**config.mk**
```make
export PLATFORM = sky130hd
export DESIGN_NAME = control_unit
export DESIGN_NICKNAME = d
export VERILOG_FILES = /design/src/rtl/control_unit_pkg.sv /design/src/rtl/control_unit_wait_timer.sv /design/src/rtl/control_unit.sv
export SDC_FILE = /design/constraint.sdc
export NUM_CORES = 1
export LEC_CHECK = 0
export ABC_CLOCK_PERIOD_IN_PS = 1750
export BUFFER_PORTS_ARGS = -buffer_cell sky130_fd_sc_hd__clkbuf_2
export CAP_MARGIN = 25
export CORE_UTILIZATION = 35
export CTS_CLUSTER_DIAMETER = 50
export DETAILED_ROUTE_END_ITERATION = 6
export GPL_ROUTABILITY_DRIVEN = 0
export PLACE_DENSITY = 0.7
export SKIP_CTS_REPAIR_TIMING = 1
export SLEW_MARGIN = 20
export SYNTH_ARGS = -nofsm -noshare
export SYNTH_HDL_FRONTEND = slang
export SYNTH_SLANG_ARGS = --single-unit
```
**constraint.sdc**
```tcl
create_clock -name clk -period 1.75 [get_ports clk]
set_input_delay 0.525 -clock clk [delete_from_list [all_inputs] [get_ports clk]]
set_output_delay 0.525 -clock clk [all_outputs]
set_load 0.005 [all_outputs]
```
**src/rtl/control_unit_pkg.sv**
```systemverilog
// Shared encodings for the accumulator-machine control unit: opcodes,
// FSM states, bus source selects and ALU operation codes.
package control_unit_pkg;

  // Opcodes as they appear in IR[16:12]
  localparam logic [4:0] OP_NOP   = 5'h00;
  localparam logic [4:0] OP_LOAD  = 5'h01;
  localparam logic [4:0] OP_STORE = 5'h02;
  localparam logic [4:0] OP_ADD   = 5'h03;
  localparam logic [4:0] OP_SUB   = 5'h04;
  localparam logic [4:0] OP_JUMP  = 5'h05;
  localparam logic [4:0] OP_JMPZ  = 5'h06;
  localparam logic [4:0] OP_INC   = 5'h07;
  localparam logic [4:0] OP_HALT  = 5'h1F;

  // Bus source selects
  localparam logic [2:0] BUS_NONE = 3'd0;
  localparam logic [2:0] BUS_PC   = 3'd1;
  localparam logic [2:0] BUS_IR   = 3'd2;
  localparam logic [2:0] BUS_AC   = 3'd3;
  localparam logic [2:0] BUS_MEM  = 3'd4;

  // ALU operations
  localparam logic [2:0] ALU_PASS = 3'd0;
  localparam logic [2:0] ALU_ADD  = 3'd1;
  localparam logic [2:0] ALU_SUB  = 3'd2;
  localparam logic [2:0] ALU_INC  = 3'd3;

  typedef enum logic [2:0] {
    ST_IDLE   = 3'd0,
    ST_F_ADDR = 3'd1,
    ST_F_MEM  = 3'd2,
    ST_DECODE = 3'd3,
    ST_X_ADDR = 3'd4,
    ST_X_MEM  = 3'd5,
    ST_X_ALU  = 3'd6,
    ST_HALT   = 3'd7
  } state_e;

  // Opcodes that need an operand address and a memory access
  function automatic logic is_mem_op(input logic [4:0] op);
    return (op == OP_LOAD) || (op == OP_STORE) || (op == OP_ADD) || (op == OP_SUB);
  endfunction

endpackage

```
**src/rtl/control_unit_wait_timer.sv**
```systemverilog
// Memory wait counter. Cleared on the cycle before a memory state is
// entered, counts every not-ready cycle, and flags expiry on the cycle the
// count would reach WAIT_MAX so the FSM can leave in that same cycle.
module wait_timer #(
  parameter int WAIT_MAX = 15
) (
  input  logic clk,
  input  logic rst_n,
  input  logic clr_i,
  input  logic en_i,
  output logic expired_o
);

  localparam int CW = $clog2(WAIT_MAX + 1);

  logic [CW-1:0] cnt_q, cnt_d;

  // Expiry is only meaningful while actually waiting
  assign expired_o = en_i && (cnt_q == CW'(WAIT_MAX - 1));

  // Next count: clear wins, otherwise count waiting cycles, saturate at expiry
  always_comb begin
    cnt_d = cnt_q;
    if (clr_i)                  cnt_d = '0;
    else if (en_i && !expired_o) cnt_d = cnt_q + CW'(1);
  end

  // Counter register
  always_ff @(posedge clk or negedge rst_n) begin
    if (!rst_n) cnt_q <= '0;
    else        cnt_q <= cnt_d;
  end

endmodule

```
**src/rtl/control_unit.sv**
```systemverilog
// Multi-cycle control unit for a simple accumulator machine. Moore FSM
// sequencing fetch / decode / execute; strobes are decoded from the
// registered state, with ir_we, pc_inc and ac_we additionally gated by
// mem_ready so they fire only on the completing memory cycle.
module control_unit
  import control_unit_pkg::*;
#(
  parameter int OPW      = 5,
  parameter int WAIT_MAX = 15
) (
  input  logic           clk,
  input  logic           rst_n,
  input  logic           start,
  input  logic [OPW-1:0] opcode,
  input  logic           z_flag,
  input  logic           mem_ready,
  output logic           ir_we,
  output logic           ar_we,
  output logic           ac_we,
  output logic           pc_inc,
  output logic           pc_load,
  output logic           mem_rd,
  output logic           mem_wr,
  output logic [2:0]     bus_sel,
  output logic [2:0]     alu_op,
  output logic           busy,
  output logic           halted,
  output logic           err
);

  state_e     state_q, state_d;
  logic       err_q, err_d;
  logic [4:0] op;
  logic       t_clr, t_en, t_exp;

  // Opcode normalised to the 5-bit encoding space
  assign op = 5'(opcode);

  // Counter is cleared from the address states that precede each memory state
  assign t_clr = (state_q == ST_F_ADDR) || (state_q == ST_X_ADDR);
  assign t_en  = ((state_q == ST_F_MEM) || (state_q == ST_X_MEM)) && !mem_ready;

  wait_timer #(.WAIT_MAX(WAIT_MAX)) u_wait_timer (
    .clk       (clk),
    .rst_n     (rst_n),
    .clr_i     (t_clr),
    .en_i      (t_en),
    .expired_o (t_exp)
  );

  // Next-state and sticky error logic
  always_comb begin
    state_d = state_q;
    err_d   = err_q;
    case (state_q)
      ST_IDLE:   if (start) state_d = ST_F_ADDR;
      ST_F_ADDR: state_d = ST_F_MEM;
      ST_F_MEM: begin
        if (mem_ready) state_d = ST_DECODE;
        else if (t_exp) begin
          err_d   = 1'b1;
          state_d = ST_HALT;
        end
      end
      ST_DECODE: begin
        if (is_mem_op(op))      state_d = ST_X_ADDR;
        else if (op == OP_INC)  state_d = ST_X_ALU;
        else if (op == OP_HALT) state_d = ST_HALT;
        else begin
          // NOP, JUMP, JMPZ refetch; anything unknown is flagged and run as NOP
          state_d = ST_F_ADDR;
          if (op != OP_NOP && op != OP_JUMP && op != OP_JMPZ) err_d = 1'b1;
        end
      end
      ST_X_ADDR: state_d = ST_X_MEM;
      ST_X_MEM: begin
        if (mem_ready) state_d = ST_F_ADDR;
        else if (t_exp) begin
          err_d   = 1'b1;
          state_d = ST_HALT;
        end
      end
      ST_X_ALU:  state_d = ST_F_ADDR;
      ST_HALT:   state_d = ST_HALT;
      default:   state_d = ST_IDLE;
    endcase
  end

  // FSM state and error flag registers
  always_ff @(posedge clk or negedge rst_n) begin
    if (!rst_n) begin
      state_q <= ST_IDLE;
      err_q   <= 1'b0;
    end else begin
      state_q <= state_d;
      err_q   <= err_d;
    end
  end

  // Strobe decode from registered state; reset forces IDLE so memory
  // requests drop as soon as rst_n falls
  always_comb begin
    ir_we   = 1'b0;
    ar_we   = 1'b0;
    ac_we   = 1'b0;
    pc_inc  = 1'b0;
    pc_load = 1'b0;
    mem_rd  = 1'b0;
    mem_wr  = 1'b0;
    bus_sel = BUS_NONE;
    alu_op  = ALU_PASS;
    case (state_q)
      ST_F_ADDR: begin
        bus_sel = BUS_PC;
        ar_we   = 1'b1;
      end
      ST_F_MEM: begin
        mem_rd  = 1'b1;
        bus_sel = BUS_MEM;
        ir_we   = mem_ready;
        pc_inc  = mem_ready;
      end
      ST_DECODE: begin
        if (op == OP_JUMP) begin
          bus_sel = BUS_IR;
          pc_load = 1'b1;
        end else if (op == OP_JMPZ) begin
          bus_sel = BUS_IR;
          pc_load = z_flag;
        end
      end
      ST_X_ADDR: begin
        bus_sel = BUS_IR;
        ar_we   = 1'b1;
      end
      ST_X_MEM: begin
        case (op)
          OP_LOAD: begin
            mem_rd  = 1'b1;
            bus_sel = BUS_MEM;
            ac_we   = mem_ready;
          end
          OP_STORE: begin
            mem_wr  = 1'b1;
            bus_sel = BUS_AC;
          end
          OP_ADD: begin
            mem_rd  = 1'b1;
            bus_sel = BUS_MEM;
            alu_op  = ALU_ADD;
            ac_we   = mem_ready;
          end
          OP_SUB: begin
            mem_rd  = 1'b1;
            bus_sel = BUS_MEM;
            alu_op  = ALU_SUB;
            ac_we   = mem_ready;
          end
          default: ;
        endcase
      end
      ST_X_ALU: begin
        alu_op = ALU_INC;
        ac_we  = 1'b1;
      end
      default: ;
    endcase
  end

  assign busy   = (state_q != ST_IDLE) && (state_q != ST_HALT);
  assign halted = (state_q == ST_HALT);
  assign err    = err_q;

endmodule
```
==> key figures, run 1 <==
Yosys
  • Sequential fraction of the synthesis area: 23.8%
  • Flop and latch count out of synthesis: 8
  • Simple-gate portion of the synthesized area: 37.6%
  • Post-synthesis adder-cell area fraction: 2.98%
  • Post-synthesis cell count: 119
  • Portion of netlist area occupied by mux cells: 0%
  • Netlist cell types: 42
  • Cell area after synthesis: 840 µm²
  • XOR/XNOR share of the synthesized area: 3.13%
  • Synth Area in Compound Gates: 25.3%
  • Syn_nets: 131
  • Syn_area_per_cell: 7.06 µm²
  • Yosys warns: 0
  • Largest family of logic cells by synthesized area: simple AND/OR/NAND/NOR gates

Layout
  • Fin util: 60.1%
  • Ant. Diodes: 0
  • Most common cell after layout, fill and taps aside: buf_4
  • Most frequent cells in the layout: 25 x buf_4, 16 x clkbuf_2, 11 x nor2_1, 9 x nand2_1, 7 x buf_6
  • Area of the multi-input gates: 689 µm²
  • Number of fillers in the final layout: 206
  • Fin cells: 195
  • Area Overhead vs Synth: 59.8%
  • Cell area after layout: 0.00134 mm²
  • Nets@finish: 181
  • FF/Latch Area: 203 µm²
  • Share of layout cells above drive strength 1: 50.9%

STA
  • Peak Freq: 505 MHz
  • Period utilisation layout: 113%
  • Setup violations, final: 15
  • RSZ-0062 raised after global routing: true
  • Clock Skew: 2.28 ps
  • Min Tclk post-route: 1980 ps
  • Slew Limit Fails: 0
  • Final hold viol count: 0
  • Worst setup margin: -228 ps

CTS
  • Root buf cell: clkbuf_4
  • CTS tree: yes
  • CTS Buf Count: 3
  • Htree depth: 1
  • Max clock buf depth: 2
  • Skew-Pair Late Insertion Delay: 250 ps
  • Clock transition at the registers of the reported paths: 50 ps
  • Sink Count: 8

Routing
  • Detail Route Antenna Nets: 0
  • Vias: 1075
  • DRC violations left: 0
  • First DRT Iteration DRCs: 27
  • Routed WL: 2660 µm
  • Avg Vias per Cell: 5.51
  • Routed wire length per instance: 13.7 µm
  • Drt pass-1 iters: 4

Global routing
  • Largest net degree at the start of global routing: 10
  • GRT Residual Overflow: 0
  • Overall routing resource usage: 19.5%
  • Number of global-route vias before repair: 942
  • Initial antenna violation count: 0
  • First-pass GRT wire length: 3860 µm

Critical path
  • Worst EP required: 1220 ps
  • Crit end category: output port
  • Critical Path AT: 1450 ps
  • Worst setup SP type: flop
  • Worst-path fanout max: 8
  • Kind of critical path: reg2out

Flow run
  • Max cap viols: 0

Run status
  • Status: complete, but fails checks
  • Failing checks: setup timing

Place
  • Place WS: -210 ps
  • Hpwl dp: 1880 µm
  • Instance area at placement: 0.00112 mm²
  • Placed cells: 184
  • PortBufs: 24

Floorplan
  • Die area: 0.00260 mm²
  • Core Region: 0.00223 mm²
  • Ports: 26
  • DIE WIDTH: 51.0 µm
  • # rows: 17
  • Starting Density: 37.6%
  • Die Span Y: 51.0 µm

Pwr
  • Leak: 0.611 nW
  • Peak supply drop: 0.631 mV
  • Power Density: 1380 mW/mm²
  • Total power: 1.85 mW

Min path
  • Hold crit path type: in2async
==> worst max-delay path, stage by stage (launching register included) <==
cell and delay (ps):
dfrtp_1 430, buf_6 160, nand3b_1 290, nor2_1 190, buf_2 130
==> kinds of logic after synthesis <==
family	after synthesis
DFF	8
AOI/OAI and AO/OA	31
other	1
buffers and inverters	13
adders and majority gates	2
and+or+nand+nor	61
xor gates and xnor gates	3
==> final timing paths <==
| check | startpoint | endpoint | slack, ps | depth (start not counted) |
|---|---|---|---|---|
| setup / recovery | state_q[1] | mem_wr | -230 | 4 |
| hold / removal | rst_n | u_wait_timer.cnt_q[3] | 110 | 1 |
| setup reg to reg | state_q[1] | state_q[2] | -40 | 6 |
| hold reg to reg | err | err | 480 | 1 |
| max in group asynchronous | rst_n | state_q[2] | 1460 | 1 |
| min in group clk | err | err | 480 | 1 |
==> cell usage after synthesis, drive strengths merged <==
library cell,n,share of area [%]
a22oi,1,0.89
o21ai,5,3.0
nor2,18,8.0
nand3,6,3.6
a21boi,2,1.8
ha,2,3.0
or3b,1,1.3
o2111ai,2,2.1
dfrtp,8,24
o22ai,1,0.75
a31oi,1,0.75
o311ai,2,2.1
nand3b,5,4.5
a221oi,2,2.1
nor4b,1,1.0
xnor2,2,2.1
a311oi,1,1.0
nor3,2,1.2
nor2b,4,3.0
or3,2,1.5
o211ai,2,1.8
o21a,1,0.89
and3,3,2.2
xor2,1,1.0
conb,1,0.45
a21oi,7,4.2
a2bb2oi,1,1.0
clkbuf,7,3.1
nand2b,2,1.5
and2,3,2.5
o221ai,1,1.0
or2,1,0.75
inv,4,1.8
nand2,11,4.9
a31o,1,1.0
buf,2,1.8
nand4,1,0.75
a21o,1,0.89
nor4,1,0.75
==> cell type report <==
| class | instances | area share [%] |
|---|---|---|
| Multi-Input combinational cell | 98 | 51.4 |
| Timing Repair Buffer | 54 | 28.1 |
| Sequential cell | 8 | 15.1 |
| Tap cell | 28 | 2.61 |
| Clock buffer | 3 | 1.68 |
| Inverter | 4 | 1.12 |
==> flip-flops by register name, summed over array words and instances (netlist names) <==
signal / count
state_q: 3
err: 1
u_wait_timer.cnt_q: 4
==> power breakdown <==
group	internal, mW	switching [mW]
combinational	0.738	0.636
clock	0.0780	0.0564
sequential	0.245	0.0945
==> stage by stage <==
| stage | setup TNS, ps | hold slack, ps |
|---|---|---|
| 2_1_floorplan | 0 | 229 |
| 3_3_place_gp | -754 | 372 |
| 3_5_place_dp | -1210 | 377 |
| 4_1_cts | -2610 | 103 |
| 5_1_grt | -2820 | 107 |
| 6_report | -1790 | 107 |
==> per-layer routing <==
layer / vias to the layer above / routed length, µm / global-route usage (%)
li1: 521 / - / -
met1: 509 / 1030 / 22.5
met2: 43 / 1470 / 35.7
met3: 2 / 152 / 5.36
met4: 0 / 17 / 3.24
met5: - / 0 / 0
Power figures use the tool's default switching activity.
==> run 2, diff against run 1 <==
Settings changed: CTS_BUF_LIST from default to sky130_fd_sc_hd__clkbuf_8, PLACE_DENSITY 0.7 to default.
==> run 2 against run 1 <==
Against the previous run:
- the flow still finishes with violations (setup timing)
- flip-flop and latch count did not move
- combinational power barely moved
- global-route usage rose by 1.1 points
- critical endpoint is now bus_sel[1]
- largest cell class unchanged
==> key figures, run 2 (same netlist as run 1, synthesis figures left out) <==
Run status
  • Status: complete, but fails checks
  • Failing checks: setup timing

Routing
  • DRC violations left: 0 (unchanged)
  • Routed WL: 2700 µm (+1.2%)
  • Vias: 1058 (-1.6%)
  • Detail Route Antenna Nets: 0 (unchanged)
  • Drt pass-1 iters: 4 (unchanged)
  • Routed wire length per instance: 13.7 µm (+0.17%)
  • Avg Vias per Cell: 5.37 (-2.6%)
  • First DRT Iteration DRCs: 14 (-48%)

Global routing
  • First-pass GRT wire length: 4040 µm (+4.5%)
  • Number of global-route vias before repair: 937 (-0.53%)
  • Initial antenna violation count: 0 (unchanged)
  • GRT Residual Overflow: 0 (unchanged)
  • Overall routing resource usage: 20.6% (+1.1 points)
  • Largest net degree at the start of global routing: 15 (+5)

CTS
  • Skew-Pair Late Insertion Delay: 220 ps (-30 ps)
  • CTS Buf Count: 3 (unchanged)
  • Htree depth: 1 (unchanged)
  • Sink Count: 8 (unchanged)
  • Root buf cell: clkbuf_8
  • Clock transition at the registers of the reported paths: 40 ps (about the same)
  • Max clock buf depth: 2 (unchanged)
  • CTS tree: yes

STA
  • Hold Slack: 135 ps (+27.7 ps)
  • Slew Limit Fails: 0 (unchanged)
  • RSZ-0062 raised after global routing: true
  • Min Tclk post-route: 1940 ps (-34.4 ps)
  • Peak Freq: 514 MHz (+1.8%)
  • Setup violations, final: 16 (+1)
  • Final hold viol count: 0 (unchanged)
  • Period utilisation layout: 111% (-2.0 points)
  • Clock Skew: 2.23 ps (-0.0463 ps)
  • Worst setup margin: -194 ps (+34.4 ps)

Floorplan
  • Die area: 0.00260 mm² (unchanged)
  • Core Region: 0.00223 mm² (unchanged)
  • Die Span Y: 51.0 µm (unchanged)
  • DIE WIDTH: 51.0 µm (unchanged)
  • # rows: 17 (unchanged)
  • Starting Density: 37.6% (unchanged)
  • Ports: 26 (unchanged)

Critical path
  • Kind of critical path: reg2out
  • Worst EP required: 1220 ps (about the same)
  • Worst path top cell family by delay: flip-flops
  • Critical Path AT: 1420 ps (-30 ps)
  • Crit end category: output port
  • Largest stage delay, worst path: 400 ps (-30 ps)
  • Worst setup SP type: flop
  • CP bufs+invs: 2 (unchanged)
  • Critical path, cell by cell: buf_12 > nand2b_1 > o22ai_1 > nand4_1 > o311ai_2 > buf_2
  • Worst-path fanout max: 12 (+4)
  • Worst path slowest cell: dfrtp_1

Pwr
  • Total power: 1.94 mW (+5.0%)
  • Comb pwr share: 72.1% (-2.2 points)
  • Power Density: 1390 mW/mm² (+0.74%)
  • Clock power share: 10.9% (+3.6 points)
  • Switching pwr: 0.804 mW (+2.3%)
  • Seq pwr share: 17.0% (-1.4 points)
  • Switching Share: 41.5% (-1.1 points)
  • Internal power: 1.14 mW (+7.0%)
  • Peak supply drop: 0.726 mV (+15%)
  • Leak: 0.628 nW (+2.9%)

Layout
  • Max FFs per register: 4 (unchanged)
  • Area Overhead vs Synth: 66.5%
  • Share of layout cells above drive strength 1: 50.3% (-0.60 points)
  • Most frequent cells in the layout: 26 x buf_4, 14 x clkbuf_2, 11 x nand2_1, 10 x nor2_1, 8 x buf_2
  • Biggest register: u_wait_timer.cnt_q
  • Most common cell after layout, fill and taps aside: buf_4
  • Nets@finish: 183 (+1.1%)
  • Ant. Diodes: 0 (unchanged)

Flow run
  • Max cap viols: 0 (unchanged)

Place
  • Hpwl dp: 1940 µm (+3.2%)
  • PortBufs: 24 (unchanged)

Min path
  • Hold crit path type: in2async
-- run 2: changes by cell type in the layout (fill, tap and decap cells not counted), sizes merged --
cell	delta
buf	+4
clkbuf	-2
-- run 2: layout make-up --
cell class	instances	area, µm²
flip-flops and latches	8	203
clock buffers	3	41.3
fillers	209	836
well taps	28	35.0
inverters	4	15.0
repair buffers	56	408
multi-input cells	98	696
-- run 2: metrics by stage --
stage	std cells	setup TNS, ps	util (%)	worst slack, ps	instance area (µm²)
finish	197	-1610	62.6	-194	1400
global route	197	-2600	62.6	-273	1400
CTS	189	-2890	53.3	-334	1190
detailed placement	186	-1030	51.4	-171	1150
global placement	186	-807	51.4	-139	1150
floorplan	119	0	-	1.80	843
-- run 2: worst reg2reg max path, stage by stage (launching register included) --
cell and delay, ps:
dfrtp_1 380, buf_12 140, or3b_4 390, buf_4 150
and2_4 150, or3_1 390, o311ai_2 110
-- run 2: layer usage --
layer	wire length (µm)	track usage (%)	up-vias
met4	8	2.78	0
li1	-	-	527
met1	1090	24.2	500
met5	0	0	-
met3	112	5.06	2
met2	1480	38.2	29
-- run 2: power by group through the flow --
stage          clock [mW]  sequential (mW)  combinational [mW]
2_1_floorplan           0            0.293               0.612
3_3_place_gp            0            0.331                1.05
3_5_place_dp            0            0.335                1.08
4_1_cts             0.219            0.333                1.08
5_1_grt             0.234            0.339                1.51
6_report            0.212            0.330                1.40
-- run 2: final timing paths --
kind | endpoint | depth (start not counted) | start | slack [ps]
max | bus_sel[1] | 6 | state_q[1] | -190
min | state_q[2] | 1 | rst_n | 140
max reg2reg | state_q[2] | 6 | state_q[1] | -60
min reg2reg | err | 1 | err | 470
max in group asynchronous | state_q[0] | 1 | rst_n | 1430
min in group clk | err | 1 | err | 470
